<file path="config.mk">
export PLATFORM = sky130hd
export DESIGN_NAME = cmult_round_sat_fifo
export DESIGN_NICKNAME = d
export VERILOG_FILES = /design/src/rtl/cmult_round_sat_fifo.sv
export SDC_FILE = /design/constraint.sdc
export NUM_CORES = 1
export LEC_CHECK = 0
export BUFFER_PORTS_ARGS = -buffer_cell sky130_fd_sc_hd__buf_2
export CORE_AREA = 2 2 131 133
export DETAILED_ROUTE_END_ITERATION = 16
export DIE_AREA = 0 0 133 135
export GPL_ROUTABILITY_DRIVEN = 0
export PLACE_DENSITY = 0.79
export SETUP_SLACK_MARGIN = 0.2
export SLEW_MARGIN = 25
export SYNTH_ARGS = -nofsm -noshare
export SYNTH_HDL_FRONTEND = slang
export SYNTH_SLANG_ARGS = --single-unit
</file>
<file path="constraint.sdc">
create_clock -name clk -period 4 [get_ports clk]
set_input_delay 0.2 -clock clk [delete_from_list [all_inputs] [get_ports clk]]
set_output_delay 0.2 -clock clk [all_outputs]
set_load 0.05 [all_outputs]
</file>
<file path="src/rtl/cmult_round_sat_fifo.sv">
// cmult_round_sat_fifo: scales full-width complex-multiplier products back to
// SIZE_DATA bits (arithmetic shift right by SHIFT, round-half-up, saturate) and
// queues the results in a DEPTH-entry show-ahead FIFO with a valid/ready output.
// Optional feature macro: CMULT_RSF_SATCNT_EN adds the sat_count output, a
// saturating count of samples in which I or Q clipped.
module cmult_round_sat_fifo #(
    parameter int SIZE_DATA = 16,
    parameter int SHIFT     = 15,
    parameter int DEPTH     = 4
) (
    input  logic                     clk,
    input  logic                     rst_n,
    input  logic                     in_valid,
    input  logic [2*SIZE_DATA-1:0]   in_i,
    input  logic [2*SIZE_DATA-1:0]   in_q,
    output logic                     out_valid,
    input  logic                     out_ready,
    output logic [SIZE_DATA-1:0]     out_i,
    output logic [SIZE_DATA-1:0]     out_q,
    output logic                     ovf,
    output logic                     drop,
    input  logic                     clr_flags
`ifdef CMULT_RSF_SATCNT_EN
    ,
    output logic [15:0]              sat_count
`endif
);

    localparam int W  = 2 * SIZE_DATA;
    localparam int PW = $clog2(DEPTH);
    localparam int CW = $clog2(DEPTH + 1);

    // Rounding constant and saturation limits, all at W+1 bits so the rounded sum never wraps.
    localparam logic signed [W:0] HALF    = (W + 1)'(1) << (SHIFT - 1);
    localparam logic signed [W:0] SAT_MAX = {{(W - SIZE_DATA + 2){1'b0}}, {(SIZE_DATA - 1){1'b1}}};
    localparam logic signed [W:0] SAT_MIN = {{(W - SIZE_DATA + 2){1'b1}}, {(SIZE_DATA - 1){1'b0}}};

    // Returns {clipped, scaled_value} for one component.
    function automatic logic [SIZE_DATA:0] round_sat(input logic signed [W-1:0] x);
        logic signed [W:0] sum;
        logic signed [W:0] sh;
        sum = $signed({x[W-1], x}) + HALF;
        sh  = sum >>> SHIFT;
        if (sh > SAT_MAX) begin
            return {1'b1, SAT_MAX[SIZE_DATA-1:0]};
        end else if (sh < SAT_MIN) begin
            return {1'b1, SAT_MIN[SIZE_DATA-1:0]};
        end else begin
            return {1'b0, sh[SIZE_DATA-1:0]};
        end
    endfunction

    // ------------------------------------------------------------------
    // Stage 1: round/saturate register and sticky flags
    // ------------------------------------------------------------------
    logic                 s1_valid_q, s1_valid_d;
    logic [SIZE_DATA-1:0] s1_i_q, s1_i_d;
    logic [SIZE_DATA-1:0] s1_q_q, s1_q_d;
    logic                 ovf_q, ovf_d;
    logic                 drop_q, drop_d;
    logic                 sat_i, sat_q, sat_evt;

    // FIFO state
    logic [SIZE_DATA-1:0] mem_i_q [DEPTH];
    logic [SIZE_DATA-1:0] mem_q_q [DEPTH];
    logic [PW-1:0]        rd_ptr_q, rd_ptr_d;
    logic [PW-1:0]        wr_ptr_q, wr_ptr_d;
    logic [CW-1:0]        count_q, count_d;
    logic                 out_valid_q, out_valid_d;
    logic [SIZE_DATA-1:0] out_i_q, out_i_d;
    logic [SIZE_DATA-1:0] out_q_q, out_q_d;
    logic                 pop, full, wr_en, drop_set;
    logic [SIZE_DATA-1:0] head_i, head_q;

    // Scale both components and decide the next flag values; a same-cycle set beats clr_flags.
    always_comb begin
        // NOTE: every combinational output gets a default first so no path can infer a latch.
        s1_valid_d = in_valid;
        {sat_i, s1_i_d} = round_sat(in_i);
        {sat_q, s1_q_d} = round_sat(in_q);
        sat_evt = in_valid & (sat_i | sat_q);
        ovf_d   = sat_evt | (ovf_q & ~clr_flags);
        drop_d  = drop_set | (drop_q & ~clr_flags);
    end

    // Stage-1 pipeline register and sticky flags.
    always_ff @(posedge clk or negedge rst_n) begin
        if (!rst_n) begin
            s1_valid_q <= 1'b0;
            s1_i_q     <= '0;
            s1_q_q     <= '0;
            ovf_q      <= 1'b0;
            drop_q     <= 1'b0;
        end else begin
            // NOTE: sequential state uses non-blocking assignments so every flop samples pre-edge values.
            s1_valid_q <= s1_valid_d;
            s1_i_q     <= s1_i_d;
            s1_q_q     <= s1_q_d;
            ovf_q      <= ovf_d;
            drop_q     <= drop_d;
        end
    end

    // ------------------------------------------------------------------
    // Stage 2: show-ahead FIFO with registered head
    // ------------------------------------------------------------------

    // Pointer/count update, full-FIFO policy and next head value.
    always_comb begin
        pop      = out_valid_q & out_ready;
        full     = (count_q == CW'(DEPTH));
        wr_en    = s1_valid_q & (~full | pop);
        drop_set = s1_valid_q & full & ~pop;

        rd_ptr_d = pop   ? rd_ptr_q + PW'(1) : rd_ptr_q;
        wr_ptr_d = wr_en ? wr_ptr_q + PW'(1) : wr_ptr_q;

        count_d = count_q;
        case ({wr_en, pop})
            2'b10:   count_d = count_q + CW'(1);
            2'b01:   count_d = count_q - CW'(1);
            default: count_d = count_q;
        endcase

        // The new head is the incoming sample only when it lands in the slot the read pointer moves to.
        if (wr_en && (wr_ptr_q == rd_ptr_d)) begin
            head_i = s1_i_q;
            head_q = s1_q_q;
        end else begin
            head_i = mem_i_q[rd_ptr_d];
            head_q = mem_q_q[rd_ptr_d];
        end

        out_valid_d = (count_d != '0);
        out_i_d     = out_valid_d ? head_i : out_i_q;
        out_q_d     = out_valid_d ? head_q : out_q_q;
    end

    // Storage array write port.
    always_ff @(posedge clk) begin
        // NOTE: the storage array has no reset; the count gates every read, so stale contents are never visible.
        if (wr_en) begin
            mem_i_q[wr_ptr_q] <= s1_i_q;
            mem_q_q[wr_ptr_q] <= s1_q_q;
        end
    end

    // FIFO control state and registered head.
    always_ff @(posedge clk or negedge rst_n) begin
        if (!rst_n) begin
            rd_ptr_q    <= '0;
            wr_ptr_q    <= '0;
            count_q     <= '0;
            out_valid_q <= 1'b0;
            out_i_q     <= '0;
            out_q_q     <= '0;
        end else begin
            rd_ptr_q    <= rd_ptr_d;
            wr_ptr_q    <= wr_ptr_d;
            count_q     <= count_d;
            out_valid_q <= out_valid_d;
            out_i_q     <= out_i_d;
            out_q_q     <= out_q_d;
        end
    end

    assign out_valid = out_valid_q;
    assign out_i     = out_i_q;
    assign out_q     = out_q_q;
    assign ovf       = ovf_q;
    assign drop      = drop_q;

`ifdef CMULT_RSF_SATCNT_EN
    logic [15:0] sat_cnt_q, sat_cnt_d;

    // Count clipped samples, sticking at all-ones; a clip in the clearing cycle counts as the first.
    always_comb begin
        sat_cnt_d = sat_cnt_q;
        if (clr_flags) begin
            sat_cnt_d = sat_evt ? 16'd1 : 16'd0;
        end else if (sat_evt && (sat_cnt_q != 16'hFFFF)) begin
            sat_cnt_d = sat_cnt_q + 16'd1;
        end
    end

    // Saturation counter register.
    always_ff @(posedge clk or negedge rst_n) begin
        if (!rst_n) begin
            sat_cnt_q <= '0;
        end else begin
            sat_cnt_q <= sat_cnt_d;
        end
    end

    assign sat_count = sat_cnt_q;
`endif

endmodule

</file>
* Word-level counts from Yosys, hierarchy flattened
Memories as Yosys holds them, arrays and structs flattened. A register that Yosys moved wholly into a read port is not among the register bits.
Index checks and enable logic that the tools add are counted.
** Storage, ports and cells
- Register bits after elaboration :: 43
- Bits in latches :: 0
- Memory bits (writable) :: 128
- Bits in read-only memories :: 0
- Output and inout port bits :: 35
- Logic and storage cells :: 49
- Memories kept :: 2
** Memories
- mem_i_q :: words 4, bits a word 16, read ports 1, clocked after memory_dff 1, write ports 1, RTL line 64 : logic [SIZE_DATA-1:0] mem_i_q [DEPTH];
- mem_q_q :: words 4, bits a word 16, read ports 1, clocked after memory_dff 1, write ports 1, RTL line 65 : logic [SIZE_DATA-1:0] mem_q_q [DEPTH];
** Operators by class
- $add $sub $neg :: 6
- $mul :: 0
- Divide/modulo/power cells :: 0
- Order comparisons :: 4
- Eq/ne operators :: 3
- Shift operators :: 0
- Muxes and demuxes :: 8
- Bitwise gates (word level) :: 14
- Reduce and logical (&&, ||, !) cells :: 3
** Operator list (number)
- $mux 17 :: 4
- $add 32x16->33 const B :: 2
- $gt 18x16->1 const B :: 2
- $lt 18x16->1 const B :: 2
- $and 1x1->1 :: 7
- $pmux 3 s2 :: 1
- $add 2x1->2 const B :: 2
- $or 1x1->1 :: 4
- $add 3x1->3 const B :: 1
- $eq 3x3->1 const B :: 1
- $not 1->1 :: 3
- $reduce_bool 3->1 :: 1
- $sub 3x1->3 const B :: 1
- $eq 2x1->1 const B :: 1
- $eq 2x2->1 const B :: 1
- $logic_not 1->1 :: 2
- $mux 1 :: 2
- $mux 2 :: 1

* Depth between registers and ports, before layout
Gate-level depths: netlist of the first run.
- Word-level depth :: 7
- Gate-level depth with buffers :: 15

* Least setup slack after synthesis of the first run
OpenSTA, ideal clock, no wires.
- Path kind :: reg-to-reg
- Start :: register out_valid_q, in the netlist out_valid
- End :: register out_i_q[0], in the netlist out_i[0] (read register of mem_i_q)
- Library setup time :: 130 ps
- Data arrival time :: 3491 ps
- Data required time :: 3870 ps
- Path slack :: 380 ps
- Cell stages (with the launch flop) :: 15
- Buffers on the path :: 4
- Cell sequence :: dfrtp_1 nand2_1 inv_1 buf_2 buf_1 ha_1 inv_1 fa_1 xor2_1 o21a_1 or4_1 buf_2 buf_2 o22ai_1 a21oi_4
** Between the ends
- Longest elaborated chain between the ends :: 6
- Elaborated cells between the ends (all ways) :: 8
- Classes of those cells :: eq/ne (2); mux (2); bitwise (3); reduce/logical (1)
** RTL lines
- start: declaration :: RTL line 69 : logic out_valid_q, out_valid_d;
- start signal: assignment :: RTL line 161 : out_valid_q <= out_valid_d;
- $and 1x1->1 * :: RTL line 110 : pop = out_valid_q & out_ready;
- $or 1x1->1 :: RTL line 112 : wr_en = s1_valid_q & (~full | pop);
- $and 1x1->1 :: RTL line 112
- $eq 2x1->1 / $eq 2x2->1 (equally long branches) :: RTL line 119 : case ({wr_en, pop})
- $pmux 3 s2 :: RTL line 119
- $reduce_bool 3->1 :: RTL line 134 : out_valid_d = (count_d != '0);
- end: declaration :: RTL line 70 : logic [SIZE_DATA-1:0] out_i_q, out_i_d;
Mark *: on every way between the ends. The rest lies on a longest branch, timed or not.
A chain may end at the register's enable or synchronous reset.

* Worst setup path in the final report of the first run
- Start :: register count_q[0]
- End :: register out_q_q[13], in the netlist out_q[13] (read register of mem_q_q)
** Between the ends
- Longest elaborated chain between the ends :: 7
- Elaborated cells between the ends (all ways) :: 10
- Classes of those cells :: add/sub (2); eq/ne (3); mux (1); bitwise (3); reduce/logical (1)
** RTL lines
- start: declaration :: RTL line 68 : logic [CW-1:0] count_q, count_d;
- start signal: assignment :: RTL line 160 : count_q <= count_d;
- $eq 3x3->1 :: RTL line 111 : full = (count_q == CW'(DEPTH));
- $not 1->1 :: RTL line 112
- $or 1x1->1 :: RTL line 112
- $and 1x1->1 :: RTL line 112
- $eq 2x1->1 / $eq 2x2->1 (equally long branches) :: RTL line 119
- $pmux 3 s2 * :: RTL line 119
- $reduce_bool 3->1 * :: RTL line 134
- end: declaration :: RTL line 71 : logic [SIZE_DATA-1:0] out_q_q, out_q_d;
Marks and branches as above.

==> results, run 1 <==
- The first TritonRoute pass finished after 6 iterations.
- Measured against the total synthesized area, the mux share comes to 0.04060.
- The timing-limited maximum frequency is 0.2892 GHz.
- Measured along the y axis, the die boundary spans 135 µm.
- Of the cells placed in the final design, the portion with a size suffix greater than 1 is 0.2292.
- The worst setup skew after layout is 10.34 ps.
- edfxtp_1 takes more of the synthesized area than any other cell.
- The worst path in the final design needs a cycle of 3458 ps, including I/O delays and setup.
- The run finished with clean final reports.
- The detailed-route vias per instance is 6.391.
- After technology mapping, the gate count stands at 760.
- The final wirelength is 22.63 mm.
- VDD sags by at most 1.186 mV.
- During I/O placement, the number of pins put on the boundary was 104.
- Setup violations remaining at the end of the flow were counted as 0.
- The number of maximum-capacitance constraint violations is 0.
- The number of buffers inserted during clock tree synthesis is 20.
- The required time of the worst setup path is 4420 ps.
- The area fraction in compound gates after synthesis was 0.1895.
- The number of design rule violations left after detail routing is 0.
- The nature of the critical path endpoint is a register.
- Clock tree synthesis found a total of 203 sinks.
- The final net count is 892.
- The slack of the worst reg-to-reg path is 540 ps.
- Synthesis instantiated 51 different standard cells from the library.
- The fraction of registers with async set or reset after synthesis is 0.3695.
- Setup repair after global routing left no endpoint under its margin.
- The number of placed cells counting well taps is 1006.
- The average wire per standard cell is 21.57 µm.
- Buffers placed on the I/O ports in this run total 75.
- Yosys attributes the largest share of cell area to edfxtp_1 (40%), dfrtp_1 (19%), a21oi_4 (5.1%).
- The number of synthesized register bits is 203.
- TritonCTS built the clock tree.
- The remaining antenna violation count after routing is 0.
- After clock tree synthesis, the clock-pin slew on the worst setup and hold paths is 60 ps.
- edfxtp_1 is the most common cell in the netlist.
- The largest driver fanout on the critical path is 32.
- The full die area is 17960 µm².
- For the pin with the worst max-slew slack, the measured transition is 994.9 ps.
- The register area share after synthesis is 0.5931.
- The number of buffers inserted to repair setup after CTS is 0.
- The core area is 16410 µm².
- In this run the worst hold path is classified as primary input to register.
- The overall via count from detail_route is 6704.
- The netlist area before placement is 9646 µm².
- The synthesized design contains 128 enable-type register cells.
- The area growth from synthesis to layout is 11.71%.
- The clock tree root driver cell is clkbuf_16.
- The total count of hold-check failures in the final report is 0.
- The most instantiated flip-flop cell in the synthesis netlist is edfxtp_1.
- Global routing finished with a remaining overflow of 0.
- The area share of xor/xnor cells in the synthesized design is 0.03087.
- The number of non-filler instances in the completed layout is 1049.
- Dividing the final minimum period by the clock period gives 0.8646.
- Entering global routing, the biggest net connects 132 pins.
- The number of antenna violations at the first check in global routing is 0.
- STA classifies the critical path startpoint as a register.
- 0 antenna diodes ended up in the layout.
- By area, the combinational part of the netlist is dominated by compound AO/OA/AOI/OAI gates.
- The power density over cell area is 842.4 nW/µm².
- The Yosys step of the flow raised 0 warnings.
- Of the total synthesized cell area, the portion taken by AND, OR, NAND and NOR gates is 0.09898.
- The worst max-slew margin expressed relative to the limit is 0.3367.
- In this run the static leakage power is 3.763 nW.
- The worst setup path is of the register to register kind.
- The half-perimeter wire length of the detailed placement result is 12.92 mm.
- The area share of the leading cell type in the synthesized netlist is 0.3985.
- The first global-routing pass estimated 35.56 mm of wire.
- The final-report max-slew violation count is 0.
- The total number of placement rows is 47.
- The data arrival time of the critical path is 3870 ps.
- The DRC marker count from the first detailed-route iteration is 603.
- The die is 133 µm wide.
- The initial utilization of the core area, before any placement, comes to 0.5879.
- The mean instance size in the synthesized netlist is 12.69 µm².
- By count the netlist is led by edfxtp_1 (128), dfrtp_1 (75), o21ai_0 (68).
- Adding up every negative setup slack in the final design gives 0 ps.
- The total nets after synthesis is 837.
- The global-route usage over all layers is 0.2509.
- The CTS H-tree depth is 1.
- Of the total synthesized cell area, the portion taken by full adders, half adders and majority gates is 0.01116.
- The worst-skew pair later-pin latency is 490 ps.
- The buffer depth of the longest clock path is 3.
- The via count of the first global-routing pass was 7070.
-- placed cells by master, fill, tap and decap left out, types with 2 or more instances in the layout --
cell	synthesis	layout
or2_2	2	2
o21ai_0	68	68
nand2_1	45	44
a21boi_0	3	3
and4_1	3	3
mux2i_1	2	2
xor2_1	20	20
clkbuf_16	0	21
a21oi_4	30	30
and2_2	0	4
o21ai_1	28	28
xnor2_1	14	14
a21oi_1	5	5
a21oi_2	2	2
nand4_1	7	7
nand2_2	1	2
mux2_2	32	32
nor3b_1	32	32
nor2_1	10	10
dfrtp_2	0	2
inv_1	15	14
nand2b_1	4	3
clkinv_1	0	2
ha_1	7	7
buf_2	9	74
buf_4	5	5
clkbuf_8	0	2
dfrtp_1	75	73
edfxtp_1	128	128
nor3_1	36	36
nand3_1	13	13
clkbuf_1	31	11
dlygate4sd3_1	0	7
o221ai_1	33	33
a21o_1	2	2
o22ai_1	65	65
buf_6	0	2
-- flip-flops by register name, indices dropped and copies added, names as in the netlist --
register	count
out_q	16
s1_valid_q	1
count_q	3
wr_ptr_q	2
mem_i_q	64
ovf	1
s1_i_q	16
out_valid	1
mem_q_q	64
rd_ptr_q	2
s1_q_q	16
out_i	16
drop	1
-- worst paths after layout --
kind | to | depth (start not counted) | from
min in group asynchronous | s1_q_q[14] | 2 | rst_n
max in group asynchronous | rd_ptr_q[1] | 2 | rst_n
setup reg to reg | out_q[13] | 12 | count_q[0]
hold / removal | s1_q_q[14] | 3 | in_q[29]
hold reg to reg | mem_q_q[3][1] | 0 | s1_q_q[1]
setup / recovery | out_q[13] | 12 | count_q[0]
-- power by group --
part	switching (mW)	total (mW)	leakage (nW)	internal [mW]
Sequential	0.319	3.14	2.03	2.82
Clock	0.745	1.75	0.292	1.01
Combinational	2.75	4.19	1.44	1.44
-- metrics by stage --
stage | hold WS, ps | power [mW] | instance area, µm² | utilization | setup WS, ps
floorplan | -95.59 | 6.480 | 9646 | - | 379.9
finish | 17.20 | 9.077 | 10780 | 0.6568 | 541.7
detailed placement | 354.7 | 7.306 | 10090 | 0.6148 | 558.6
global placement | 351.5 | 7.111 | 10090 | 0.6148 | 659.4
global route | 28.18 | 9.480 | 10780 | 0.6568 | 330.9
CTS | 15.91 | 9.079 | 10760 | 0.6558 | 496.4
-- cell families after synthesis --
family                   count (synthesis)
multiplexers                            35
AND/OR/NAND/NOR                        166
adder cells (fa/ha/maj)                  8
buffers and inverters                   71
XOR/XNOR                                34
flip-flops                             203
AO/OA/AOI/OAI                          243
-- routing by layer --
layer | up-vias | GRT usage | wire (µm)
met5 | - | 0 | 0
met4 | 0 | 0.09379 | 485
met2 | 237 | 0.4410 | 11640
met1 | 3400 | 0.3130 | 9122
met3 | 39 | 0.04429 | 1387
li1 | 3028 | - | -
-- cell type report --
cell class | count | area (µm²)
clock buffers | 34 | 594.3
flip-flops and latches | 203 | 5723
clock inverters | 2 | 8.758
repair buffers | 89 | 520.5
well taps | 220 | 275.3
multi-input cells | 486 | 3597
fillers | 1113 | 5632
inverters | 15 | 56.30
-- worst max-delay path, cell delays in order, from the launching register on --
cell and delay [ps]:
dfrtp_1 400, nor2_1 230, a31oi_4 210, inv_1 100
ha_1 180, inv_1 60, fa_1 380, xor2_1 170
o21a_1 170, or4_1 590, nand3_4 480, o22ai_1 260
a21oi_4 160
-- what timing repair did --
item / 4_1_cts / 5_1_grt
resized for setup: 0 / 0
endpoints found under the hold margin: 80 / 0
hold buffers: 7 / 0
(Power assumes the default switching activity.)
==> run 2, diff against run 1 <==
ABC_AREA = 1   (was not set)
CELL_PAD_IN_SITES_DETAIL_PLACEMENT = 0   (was not set)
CELL_PAD_IN_SITES_GLOBAL_PLACEMENT = 2   (was not set)
CORE_AREA = 2 2 160 162   (was 2 2 131 133)
DIE_AREA = 0 0 162 164   (was 0 0 133 135)
==> results, run 2 <==
- The category of the worst setup path launch point is a register.
- The setup TNS was 0 ps (unchanged).
- The via count of the first global-routing pass is 6228 (-12%).
- Sorting the synthesized cells by area gives the leading types as edfxtp_1 (43%), dfrtp_1 (21%), nand2_1 (13%).
- The overall via count from detail_route is 6320 (-5.7%).
- The largest driver fanout on the critical path is 20 (-38%).
- The most frequently used cell type in the post-synthesis netlist is nand2_1.
- The remaining antenna violation count after routing is 0 (unchanged).
- The mean instance size in the synthesized netlist was 9.605 µm² (-24%).
- In the final layout, the registers with the most flip-flops are mem_i_q x64, mem_q_q x64.
- The launch instance of the worst register-to-register path is out_valid.
- The detailed-route vias per instance is 4.610 (-28%).
- After detailed routing, no signal wire sits above met4.
- Setup repair after global routing left no endpoint under its margin.
- The number of buffers inserted during clock tree synthesis is 23 (+15%).
- The number of gates resized after cts is 0 (unchanged).
- The worst-skew pair later-pin latency is 500 ps (about the same).
- The number of port buffers is 75 (unchanged).
- The sum of routed wire segments on met1 is 9.954 mm (+9.1%).
- The final-report max-slew violation count is 0 (unchanged).
- The half-perimeter wire length of the detailed placement result is 12.54 mm (-2.9%).
- The quantity of hold-fixing buffers added after cts is 7 (unchanged).
- The count of antenna diodes in the layout is 0 (unchanged).
- The reg-to-reg endpoint is out_i[2].
- The nature of the critical path endpoint is a register.
- The worst max-slew margin expressed relative to the limit is 0.4880 (+0.1513).
- The fraction of registers with async set or reset after synthesis is 0.3695 (unchanged).
- The register area share after synthesis is 0.6336 (+0.04052).
- The buffer depth of the longest clock path came to 3 (unchanged).
- The number of synthesized register bits came to 203 (unchanged).
- The number of top-level design ports was 104 (unchanged).
- The largest area contributor in the netlist is edfxtp_1.
- The aggregate global routing overflow was 0 (unchanged).
- The total number of placement rows is 58 (+23%).
- The power density over cell area was 843.5 nW/µm² (+0.13%).
- The number of maximum-capacitance constraint violations is 0 (unchanged).
- The final critical-path required period was 3040 ps (-418.7 ps).
- The starting density of the core is 0.3638 (-0.2241).
- The number of cells produced by synthesis was 940 (+24%).
- The measured slew at the worst slew-check pin was 768.0 ps (-226.9 ps).
- The tree is rooted in a clkbuf_16.
- The CTS H-tree depth is 1 (unchanged).
- The worst hold path terminates at s1_i_q[8].
- The required time of the worst setup path is 4390 ps (-30 ps).
- The number of design rule violations left after detail routing is 0 (unchanged).
- The launching element of the worst setup path is out_valid.
- The maximum VDD drop is 0.5520 mV (-53%).
- The final wirelength was 21.04 mm (-7.0%).
- The critical path is of the register to register type.
- The depth of the worst hold-timing path is 3 (unchanged).
- In the synthesized netlist the dominant register cell turns out to be edfxtp_1.
- The routed wire length on met2 is 9.904 mm (-15%).
- The worst hold slack after final layout is 10.41 ps (-6.790 ps).
- The number of antenna violations at the first check in global routing was 0 (unchanged).
- The synthesis warning total came to 0 (unchanged).
- The maximum number of pins on one net before global-route repair is 76 (-42%).
- The post-placement worst setup slack is 925.2 ps (+366.6 ps).
- The top cell types in the final layout, fill and taps aside, are nand2_1 (310), nand3_1 (154), edfxtp_1 (128).
- In this run the worst hold path is classified as primary input to register.
- The final setup violation count is 0 (unchanged).
- The die boundary height is 164 µm (+21%).
- The count of different cell masters after synthesis is 30 (-41%).
- The flow ran to the end, and the final reports show no timing, DRC or antenna violations.
- The average wire per standard cell was 15.35 µm (-29%).
- Counting instances in the post-synthesis netlist gives the leading cell types as nand2_1 (311), nand3_1 (155), edfxtp_1 (128).
- The area growth from synthesis to layout is 17.92%.
- The sum of met3 wire segment lengths after detailed routing was 898 µm (-35%).
- The area share of the leading cell type in the synthesized netlist is 0.4257 (+0.02723).
- The signal on the critical path passes through nand2_1, nand4_1, nand2_1, ha_1, inv_1, fa_1, nand2_1, nand2_1, o21ai_0, nand3_2, buf_4, nand3_1, o21ai_1.
- The core area is 24820 µm² (+51%).
- The clock net sink count is 203 (unchanged).
- The worst setup skew after layout was 10.64 ps (+0.3001 ps).
- The global-route wire length before repair is 33.97 mm (-4.5%).
- The worst hold path begins at in_i[23].
- Among all stages on the critical path, the largest delay is contributed by nand3_2.
- The timing-limited maximum frequency is 0.3290 GHz (+14%).
- The most common library cell in the layout ignoring fill and taps is nand2_1.
- The clock transition at the registers of the reported paths was 60 ps (about the same).
- The count of cells along the worst register-to-register path is 13 (+1).
- The total count of hold-check failures in the final report is 0 (unchanged).
- The horizontal die dimension is 162 µm (+22%).
- The number of buffers inserted to repair setup after CTS came to 0 (unchanged).
- TritonCTS built the clock tree.
- The global-route usage over all layers is 0.1624 (-0.08852).
- The number of detailed-routing iterations run before antenna repair is 4 (-2).
- The post-route worst setup slack is 960.5 ps (+418.7 ps).
- The netlist area before placement is 9029 µm² (-6.4%).
- The final net count is 1102 (+24%).
- The DRC marker count from the first detailed-route iteration is 415 (-31%).
- The ratio of cells with drive above 1 in the final layout is 0.1402 (-0.08894).
- The cell repeated most along the worst path is nand2_1.
- The full die area came to 26570 µm² (+48%).
- The total nets after synthesis is 1017 (+22%).
- The slack of the worst reg-to-reg path is 960 ps (+420 ps).
- The number of enable-type register cells in the synthesized netlist was 128 (unchanged).
- The data arrival time of the critical path is 3430 ps (-440 ps).
- The period utilization is 0.7599 (-0.1047).
- The largest stage delay on the critical path is 580 ps (about the same).
- The total leakage power came to 4.809 nW (+28%).
[run 2: worst max-delay path: cells and delay by family, from the launching register on]
kind                       cells  cell delay, ps
AOI/OAI and AO/OA              2             300
and+or+nand+nor                7            1200
buffers and inverters          2             500
adders and majority gates      2             520
DFF                            1             380
[run 2: cells by family after synthesis]
kind of cell,Yosys count,share of synthesized area
buffers and inverters,146,0.06458
flip-flops,203,0.6336
adder cells (fa/ha/maj),8,0.01192
AND/OR/NAND/NOR,520,0.2424
XOR/XNOR,19,0.02134
AO/OA/AOI/OAI,44,0.02619
[run 2: final cells by class]
type,instances,area [µm²]
multi-input combinational,591,2743
inverter,106,397.9
timing repair buffer,100,611.8
tap,330,412.9
clock buffer,29,618.1
sequential,203,5720
clock inverter,12,142.6
fill,2457,14170
[run 2: metrics by stage]
step	utilization	instance area [µm²]	std cells	power [mW]
floorplan	-	9029	940	5.772
global placement	0.3953	9812	1323	6.932
detailed placement	0.3955	9816	1323	6.979
CTS	0.4290	10650	1371	9.105
global route	0.4290	10650	1371	9.651
finish	0.4290	10650	1371	8.980
[run 2: worst max-delay path by stage]
stage / to / slack [ps] / cells past startpoint
3_3_place_gp: out_i[2] / 980 / 13
5_1_grt: out_i[8] / 660 / 13
4_1_cts: out_i[2] / 910 / 13
6_report: out_i[2] / 960 / 13
2_1_floorplan: mem_i_q[0][0] / 1110 / 4
3_5_place_dp: out_i[2] / 930 / 13
[run 2: metal layers]
layer	global-route usage	vias to the layer above
li1	-	3234
met4	0.03379	0
met1	0.2267	2942
met2	0.2723	119
met5	0	-
met3	0.02273	25
[run 2: power by group]
part / switching (mW) / internal [mW]
Sequential: 0.203 / 2.81
Clock: 0.819 / 1.29
Combinational: 2.79 / 1.07
==> run 3, diff against run 2 <==
ABC_AREA = 0   (was 1)
CORE_AREA = 2 2 157 159   (was 2 2 160 162)
DIE_AREA = 0 0 159 161   (was 0 0 162 164)
PLACE_DENSITY = 0.8   (was 0.79)
clock period = 3.19 ns   (was 4 ns; I/O delays follow)
==> results, run 3 (same netlist as run 1, synthesis figures left out) <==
- The launch instance of the worst register-to-register path is count_q[0].
- The via count of the first global-routing pass is 6828 (+9.6%).
- The overall via count from detail_route is 6691 (+5.9%).
- The final critical-path required period is 2842 ps (-197.7 ps).
- The area growth from synthesis to layout is 19.44%.
- The nature of the critical path endpoint is a register.
- The final setup violation count was 0 (unchanged).
- The final-report max-slew violation count is 0 (unchanged).
- The number of top-level design ports is 104 (unchanged).
- The number of antenna violations at the first check in global routing was 0 (unchanged).
- The number of buffers inserted during clock tree synthesis is 22 (-4.3%).
- The class of the worst hold path is primary input to register.
- The combinational power share is 0.481 (+0.051).
- The starting density of the core is 0.4025 (+0.03873).
- The proportion of power drawn by the clock network is 0.199 (-0.036).
- The number of port buffers is 75 (unchanged).
- The worst max-slew margin expressed relative to the limit is 0.4306 (-0.05742).
- The final net count was 921 (-16%).
- The switching fraction of total power came to 0.4083 (-0.01621).
- The CTS H-tree depth was 1 (unchanged).
- The CTS tree is built.
- The half-perimeter wire length of the detailed placement result came to 14.35 mm (+14%).
- The period utilization is 0.8908 (+0.1310).
- The switching power summed over all nets came to 5.004 mW (+31%).
- Setup repair after global routing left no endpoint under its margin.
- The DRC marker count from the first detailed-route iteration is 437 (+5.3%).
- The measured slew at the worst slew-check pin is 854.1 ps (+86.12 ps).
- The category of the worst setup path launch point is a register.
- The cell-internal power came to 7.252 mW (+40%).
- The type of the worst setup path is register to register.
- The share of power burned in registers was 0.320 (-0.015).
- The worst-skew pair later-pin latency came to 490 ps (about the same).
- The clock net sink count came to 203 (unchanged).
- The launching element of the worst setup path is count_q[0].
- The full die area is 25600 µm² (-3.6%).
- The data arrival time of the critical path was 3250 ps (-180 ps).
- The setup TNS is 0 ps (unchanged).
- The total number of placement rows is 57 (-1.7%).
- The clock transition at the registers of the reported paths is 60 ps (about the same).
- The required time of the worst setup path is 3600 ps (-790 ps).
- The core utilization of the finished layout was 0.4808 (+0.05182).
- In the final layout, the registers with the most flip-flops are mem_i_q x64, mem_q_q x64.
- The timing-limited maximum frequency was 0.3519 GHz (+7.0%).
- The slack of the worst reg-to-reg path is 350 ps (-610 ps).
- The final wirelength was 24.02 mm (+14%).
- The worst setup skew after layout was 13.44 ps (+2.803 ps).
- The global-route usage over all layers is 0.1847 (+0.02229).
- The total count of hold-check failures in the final report was 0 (unchanged).
- The average wire per standard cell is 20.29 µm (+32%).
- The aggregate global routing overflow is 0 (unchanged).
- The maximum VDD drop was 0.5430 mV (-1.6%).
- The number of detailed-routing iterations run before antenna repair came to 4 (unchanged).
- The startpoint identified for the worst hold timing path is in_i[20].
- The number of maximum-capacitance constraint violations is 0 (unchanged).
- The horizontal die dimension was 159 µm (-1.9%).
- The number of non-filler instances in the completed layout is 1184 (-14%).
- The ratio of cells with drive above 1 in the final layout came to 0.2907 (+0.1504).
- The core area came to 23960 µm² (-3.4%).
- CTS placed an instance of clkbuf_16 at the clock tree root.
- The die boundary height is 161 µm (-1.8%).
- The buffer depth of the longest clock path came to 3 (unchanged).
- The maximum number of pins on one net before global-route repair was 131 (+72%).
- The detailed-route vias per instance is 5.651 (+23%).
- The count of antenna diodes in the layout is 0 (unchanged).
- The largest driver fanout on the critical path is 10 (-50%).
- The flow ran to the end, and the final reports show no timing, DRC or antenna violations.
- The total leakage power is 4.027 nW (-16%).
- The remaining antenna violation count after routing is 0 (unchanged).
- The global-route wire length before repair came to 37.59 mm (+11%).
- The number of design rule violations left after detail routing is 0 (unchanged).
- The power density over cell area is 1064 nW/µm² (+26%).
- The most common library cell in the layout ignoring fill and taps is edfxtp_1.
- The number of placed cells counting well taps is 1130 (-15%).
- The library cells used most frequently in the layout, excluding fill and tap cells, are edfxtp_1 (128), buf_2 (74), dfrtp_1 (72).
run 3: changes by cell type in the layout (fill, tap and decap cells not counted), sizes merged, moves of 6 or more:
cell and delta:
nand3 -141, nor3 +35, o221ai +33, a21oi +35, nor2 -28, nand2 -268, nor3b +33, nand4 +6
o22ai +65, inv -93, o21ai +59, xor2 +11, buf +12, mux2 +33
run 3: power by group through the flow:
| stage | sequential (mW) | clock [mW] | combinational [mW] |
|---|---|---|---|
| 6_report | 3.92 | 2.44 | 5.90 |
| 3_5_place_dp | 3.96 | 0 | 5.81 |
| 5_1_grt | 3.99 | 2.61 | 6.30 |
| 2_1_floorplan | 4.61 | 0 | 3.79 |
| 4_1_cts | 3.92 | 2.50 | 5.86 |
| 3_3_place_gp | 3.92 | 0 | 5.65 |
run 3: repair_timing:
item | CTS | global route
endpoints found under the hold margin | 64 | 0
resized for setup | 2 | 1
hold buffers | 11 | 0
buffers inserted | 1 | 2
endpoints found under the setup margin | 32 | 30
run 3: final timing paths:
path / end / cells past startpoint
max: out_i[4] / 13
min: s1_i_q[5] / 3
max reg2reg: out_i[4] / 13
min reg2reg: mem_i_q[0][7] / 0
max in group asynchronous: out_i[14] / 3
min in group asynchronous: count_q[1] / 2
run 3: metal layers:
metal,up-vias,GRT usage,wire [µm]
met5,-,0,0
met4,0,0.06405,710
li1,3084,-,-
met3,43,0.02440,999
met1,3415,0.2446,10490
met2,149,0.3150,11820
run 3: cell type report:
class                      count  area (µm²)
timing repair buffer         116       842.1
sequential                   203        5724
fill                        2149       12440
clock inverter                 7       65.06
tap                          324       405.4
multi-input combinational    486        3792
clock buffer                  33       633.1
inverter                      15       58.81
run 3: metrics by stage:
step	hold slack, ps	cell area, µm²	total power, mW	setup WS (ps)
after global placement	296.1	10660	9.579	106.0
final	11.82	11520	12.26	348.2
after detailed placement	310.1	10660	9.766	39.77
after global routing	20.77	11520	12.90	235.0
after floorplan	-136.1	9894	8.406	258.8
after CTS	2.057	11480	12.28	310.1
run 3: worst max-delay path: stages (launching register included):
cell	delay, ps
dfrtp_1	430
nor2_4	140
a31oi_4	100
inv_1	100
ha_4	140
inv_1	40
fa_1	370
xor2_1	160
o21a_1	180
or4_4	480
a21boi_4	180
buf_12	150
buf_12	160
a21oi_4	110
